File: config.mk
export PLATFORM = sky130hd
export DESIGN_NAME = regfile_write_arbiter
export DESIGN_NICKNAME = d
export VERILOG_FILES = /design/src/rtl/regfile_arb_pkg.sv /design/src/rtl/regfile_write_arbiter_rr.sv /design/src/rtl/regfile_write_arbiter.sv
export SDC_FILE = /design/constraint.sdc
export NUM_CORES = 1
export LEC_CHECK = 0
export BUFFER_PORTS_ARGS = -buffer_cell sky130_fd_sc_hd__buf_2
export CORE_ASPECT_RATIO = 1.1
export CORE_MARGIN = 2
export CORE_UTILIZATION = 45
export CTS_CLUSTER_DIAMETER = 100
export DETAILED_ROUTE_END_ITERATION = 16
export PLACE_DENSITY = 0.81
export SYNTH_ARGS = -nofsm -noshare
export SYNTH_HDL_FRONTEND = slang
export SYNTH_SLANG_ARGS = --single-unit
File: constraint.sdc
create_clock -name clk_i -period 2.9 [get_ports clk_i]
set_input_delay 0.725 -clock clk_i [delete_from_list [all_inputs] [get_ports clk_i]]
set_output_delay 0.725 -clock clk_i [all_outputs]
set_load 0.02 [all_outputs]
File: src/rtl/regfile_arb_pkg.sv
// Shared types and helpers for the register-file write-port arbiter.
package regfile_arb_pkg;

    typedef enum logic [0:0] {
        ST_CLEAR = 1'b0,
        ST_ARB   = 1'b1
    } state_e;

    // Highest register index touched by the clear sweep (register 0 stays untouched).
    function automatic int clear_last(input int aw);
        return (1 << aw) - 1;
    endfunction

    function automatic int grant_width(input int n);
        return $clog2(n);
    endfunction

endpackage

File: src/rtl/regfile_write_arbiter_rr.sv
// Combinational round-robin picker: first requester at or above ptr, modulo N.
module rr_arbiter #(
    parameter int N  = 3,
    parameter int IW = $clog2(N)
) (
    input  logic [N-1:0]  req,
    input  logic [IW-1:0] ptr,
    output logic [N-1:0]  grant,
    output logic [IW-1:0] grant_idx,
    output logic          any_grant
);

    // NOTE: every output gets a default before the search loop so no latch is inferred.
    always_comb begin
        int idx;
        grant     = '0;
        grant_idx = '0;
        any_grant = 1'b0;
        for (int k = 0; k < N; k++) begin
            idx = int'(ptr) + k;
            if (idx >= N) idx = idx - N;
            if (!any_grant && req[idx]) begin
                grant[idx] = 1'b1;
                grant_idx  = IW'(idx);
                any_grant  = 1'b1;
            end
        end
    end

endmodule

File: src/rtl/regfile_write_arbiter.sv
// Owns the register-file write port: zero-clear sweep after reset, then
// round-robin arbitration between NUM_REQ writeback requesters.
module regfile_write_arbiter
    import regfile_arb_pkg::*;
#(
    parameter int ADDRESS_WIDTH = 5,
    parameter int DATA_WIDTH    = 32,
    parameter int NUM_REQ       = 3
) (
    input  logic                               clk_i,
    input  logic                               rst_i,
    input  logic [NUM_REQ-1:0]                 req_valid_i,
    input  logic [NUM_REQ*ADDRESS_WIDTH-1:0]   req_addr_i,
    input  logic [NUM_REQ*DATA_WIDTH-1:0]      req_data_i,
    output logic [NUM_REQ-1:0]                 req_ready_o,
    output logic                               we_o,
    output logic [ADDRESS_WIDTH-1:0]           waddr_o,
    output logic [DATA_WIDTH-1:0]              wdata_o,
    output logic [grant_width(NUM_REQ)-1:0]    grant_id_o,
    output logic                               busy_o
);

    localparam int GW = grant_width(NUM_REQ);
    localparam logic [ADDRESS_WIDTH-1:0] LAST_ADDR = ADDRESS_WIDTH'(clear_last(ADDRESS_WIDTH));

    state_e                   state;
    logic [ADDRESS_WIDTH-1:0] clear_ptr;
    logic [GW-1:0]            rr_ptr;

    logic [NUM_REQ-1:0]       grant;
    logic [GW-1:0]            grant_idx;
    logic                     any_grant;
    logic                     accept;
    logic [ADDRESS_WIDTH-1:0] sel_addr;
    logic [DATA_WIDTH-1:0]    sel_data;

    rr_arbiter #(
        .N  (NUM_REQ),
        .IW (GW)
    ) u_rr_arbiter (
        .req       (req_valid_i),
        .ptr       (rr_ptr),
        .grant     (grant),
        .grant_idx (grant_idx),
        .any_grant (any_grant)
    );

    // Only valid reaches ready combinationally; addr/data are used solely into registers.
    assign req_ready_o = (state == ST_ARB) ? grant : '0;
    assign accept      = (state == ST_ARB) && any_grant;
    assign sel_addr    = req_addr_i[grant_idx*ADDRESS_WIDTH +: ADDRESS_WIDTH];
    assign sel_data    = req_data_i[grant_idx*DATA_WIDTH +: DATA_WIDTH];

    // NOTE: asynchronous reset clears every state register, so a mid-sweep reset abandons any in-flight write.
    always_ff @(posedge clk_i or posedge rst_i) begin
        if (rst_i) begin
            state      <= ST_CLEAR;
            clear_ptr  <= ADDRESS_WIDTH'(1);
            rr_ptr     <= '0;
            we_o       <= 1'b0;
            waddr_o    <= '0;
            wdata_o    <= '0;
            grant_id_o <= '0;
            busy_o     <= 1'b1;
        end else begin
            case (state)
                ST_CLEAR: begin
                    we_o      <= 1'b1;
                    waddr_o   <= clear_ptr;
                    wdata_o   <= '0;
                    clear_ptr <= clear_ptr + 1'b1;
                    if (clear_ptr == LAST_ADDR) begin
                        state  <= ST_ARB;
                        busy_o <= 1'b0;
                    end
                end
                ST_ARB: begin
                    if (accept) begin
                        // Writes to register 0 are accepted but dropped.
                        we_o       <= (sel_addr != '0);
                        waddr_o    <= sel_addr;
                        wdata_o    <= sel_data;
                        grant_id_o <= grant_idx;
                        rr_ptr     <= (grant_idx == GW'(NUM_REQ - 1)) ? '0 : grant_idx + 1'b1;
                    end else begin
                        we_o <= 1'b0;
                    end
                end
                default: state <= ST_CLEAR;
            endcase
        end
    end

endmodule

==> metrics <==
Routed Antenna Nets 0; Sw Pwr 2.528 mW; Die H 87.31 microns; Vias 2950; R2R Setup Slk 0.19 ns; Max Cap Viol 0; sequential share of the synthesized area 0.4328; max frequency 347.1 MHz; cell area after synthesis 2839 sq um; Setup-failing EPs final 0; Clock Skews 0.01144 ns; Worst Path Buf+Inv 2; layout net count 585; Routed WL per cell 15.90 microns; Reg2Reg Depth 9; post-route insts no fill 544; Syn Inst Count 300; Least-Margin Pin Slew 0.5525 ns; clock slew at reported path FFs 0.09 ns; CP max FO 8; Die ar. 6961 sq um; Worst R2R End we_o; PnR Total Power 5.395 mW; CP Capture Type primary output; ys flop type dfrtp_1; Final Cell Area 3959 sq um; Sink Count 49; Yosys warnings 0; # H-tree levels 2; Post-DP Area 3719 sq um; WP data arrival 2.16 ns; vias in the first global route 2822; Synth-to-Final Area Change 39.44%; Clock Latency Late Sink 0.30 ns; worst min-delay path class in -> async; part of the power in registers 0.220; Antenna Cells 0; Setup crit start rr_ptr[0]; die span in x 79.73 microns; Period minus WS final 2.881 ns; largest net degree at the start of global routing 24; Cell Pwr Density 1363 nW/um^2; most frequent cells in the layout 158 x buf_2, 74 x nand2_1, 46 x dfrtp_1, 37 x a21oi_1, 32 x a221o_1; core footprint 6118 sq um; Leakage 2.030 nW; count of cell types in the netlist 47; capture point of the worst path req_ready_o[0]; antenna violations before repair 0; CP required 2.17 ns; outcome complete, no violations; syn_area_per_cell 9.463 sq um; Yosys reg bits 49; crit-path cells buf_4, ha_4, mux2i_2, o21ai_4, nor2b_4, a221oi_2, nor3_1, buf_4; dpl cells 530; CP top delay family compound AO/OA/AOI/OAI gates; r2r startpoint rr_ptr[1]; grt ovf 0; Total Routing Usage GR 0.2390; internal power 2.867 mW; peak supply drop 0.7253 mV; DR vias/cell 5.423; Setup crit start kind flip-flop; most frequent CP cell buf_4; Starting Density 0.4640; pre-CTS setup slack 0.02242 ns; CP max stage cell dfrtp_2; CP max stage delay 0.44 ns; Final HPWL DP 6519 microns; number of synthesized flops with an enable pin 0; RSZ-0062 raised after global routing yes; Clock Path Buffers 2; CTS tree done; commonest non-fill, non-tap cell in the layout buf_2; Final Hold Vio Count 0; drt pass-1 iters 4; count of pins over their slew limit 0; slew margin rel. 0.6317; CP Class reg -> out; FFs w/ async S/R, synth 1.000; cell row count 30; Residual DRC 0; drt total wl 8651 microns; final worst path period share 0.9934; combinational power share 0.688; root buf cell clkbuf_8; CTS Hold Buffers Added 0; Sw Share 0.4685; first-pass GRT wire length 13140 microns; Iter 0 DRT Violations 127; I/O pins 160; share of cells above drive strength 1 0.4655; TritonCTS Buffers 5; Clock power frac 0.092; Worst path depth 8; Syn Nets 422; Port Buffer Count 159; RD Place Congestion 0.9772; Final WS setup 0.01914 ns
-- cell families (layout without fill, tap and decap cells) --
logic type,after synthesis,count (layout),share of synthesized area
AOI/OAI and AO/OA,93,93,0.2455
adders and majority gates,6,6,0.02644
buffers and inverters,29,193,0.05377
DFF,49,49,0.4328
xor gates and xnor gates,3,3,0.009257
muxes,17,17,0.06831
and+or+nand+nor,103,103,0.1640
-- Yosys cell counts, types with 3 or more instances --
master,count,area [sq um]
nand2_1,74,277.8
dfrtp_1,47,1176
a21oi_1,38,190.2
a221o_1,32,320.3
clkbuf_1,9,33.78
mux2i_1,9,90.09
nor2_1,9,33.78
buf_2,8,40.04
inv_1,7,26.28
ha_1,6,75.07
buf_6,4,45.04
mux2_2,4,45.04
nor2b_1,4,25.02
o21ai_0,4,20.02
nand2b_1,3,18.77
o21ai_1,3,15.01
xnor2_1,3,26.28
-- what timing repair did --
| action | 4_1_cts | 5_1_grt |
|---|---|---|
| gates resized for setup | 13 | 6 |
| buffers inserted | 1 | 5 |
| pin swaps | 0 | 1 |
| cloned | 0 | 0 |
| setup endpoints to repair | 15 | 24 |
-- how the worst min path moves through the flow --
stage                             start             to  slack (ns)  cells past startpoint
after global routing              rst_i    wdata_o[22]        0.46                      2
after CTS                         rst_i  grant_id_o[1]        0.44                      2
after floorplan            clear_ptr[3]   clear_ptr[3]        0.46                      1
after detailed placement  grant_id_o[1]  grant_id_o[1]        0.47                      1
final                             rst_i    wdata_o[22]        0.43                      2
after global placement    grant_id_o[1]  grant_id_o[1]        0.47                      1
-- final cells by class --
cell class	instances	area (sq um)
Tap cell	80	100.1
Clock buffer	7	86.33
Timing Repair Buffer	178	940.9
Inverter	7	26.28
Multi-Input combinational cell	222	1545
Clock inverter	1	30.03
Fill cell	522	2160
Sequential cell	49	1230
-- worst reg2reg max path: stages (launching register included) --
cell and delay (ns):
dfrtp_1 0.46, inv_2 0.09, ha_1 0.26, nand3b_2 0.29
o221ai_1 0.38, o2bb2ai_4 0.18, mux2_1 0.33, mux2_2 0.29
nor4_2 0.21, a31oi_1 0.10
-- per-stage QoR --
stage | hold WS, ns | TNS, ns | utilization
CTS | 0.4390 | 0 | 0.6376
global route | 0.4627 | -0.05848 | 0.6470
finish | 0.4289 | 0 | 0.6470
floorplan | 0.4599 | 0 | -
global placement | 0.4669 | 0 | 0.6078
detailed placement | 0.4745 | 0 | 0.6078
-- power groups by stage --
stage | clock network, mW | logic (mW) | registers (mW)
floorplan | 0 | 2.18 | 1.50
global placement | 0 | 3.36 | 1.18
detailed placement | 0 | 3.46 | 1.19
CTS | 0.506 | 3.60 | 1.19
global route | 0.535 | 4.03 | 1.22
finish | 0.499 | 3.71 | 1.18
-- registers in the layout, summed over array words and instances, names as in the netlist --
| register | flops |
|---|---|
| wdata_o | 32 |
| clear_ptr | 5 |
| waddr_o | 5 |
| grant_id_o | 2 |
| rr_ptr | 2 |
| busy_o | 1 |
| state | 1 |
| we_o | 1 |
-- layer usage --
metal / vias up / global-route usage / wire length, microns
met4: 0 / 0.1002 / 210
met2: 147 / 0.4209 / 4183
met1: 1378 / 0.2878 / 3587
li1: 1408 / - / -
met5: - / 0 / 0
met3: 17 / 0.04149 / 670
No activity file was read; power rests on OpenSTA's default activity.
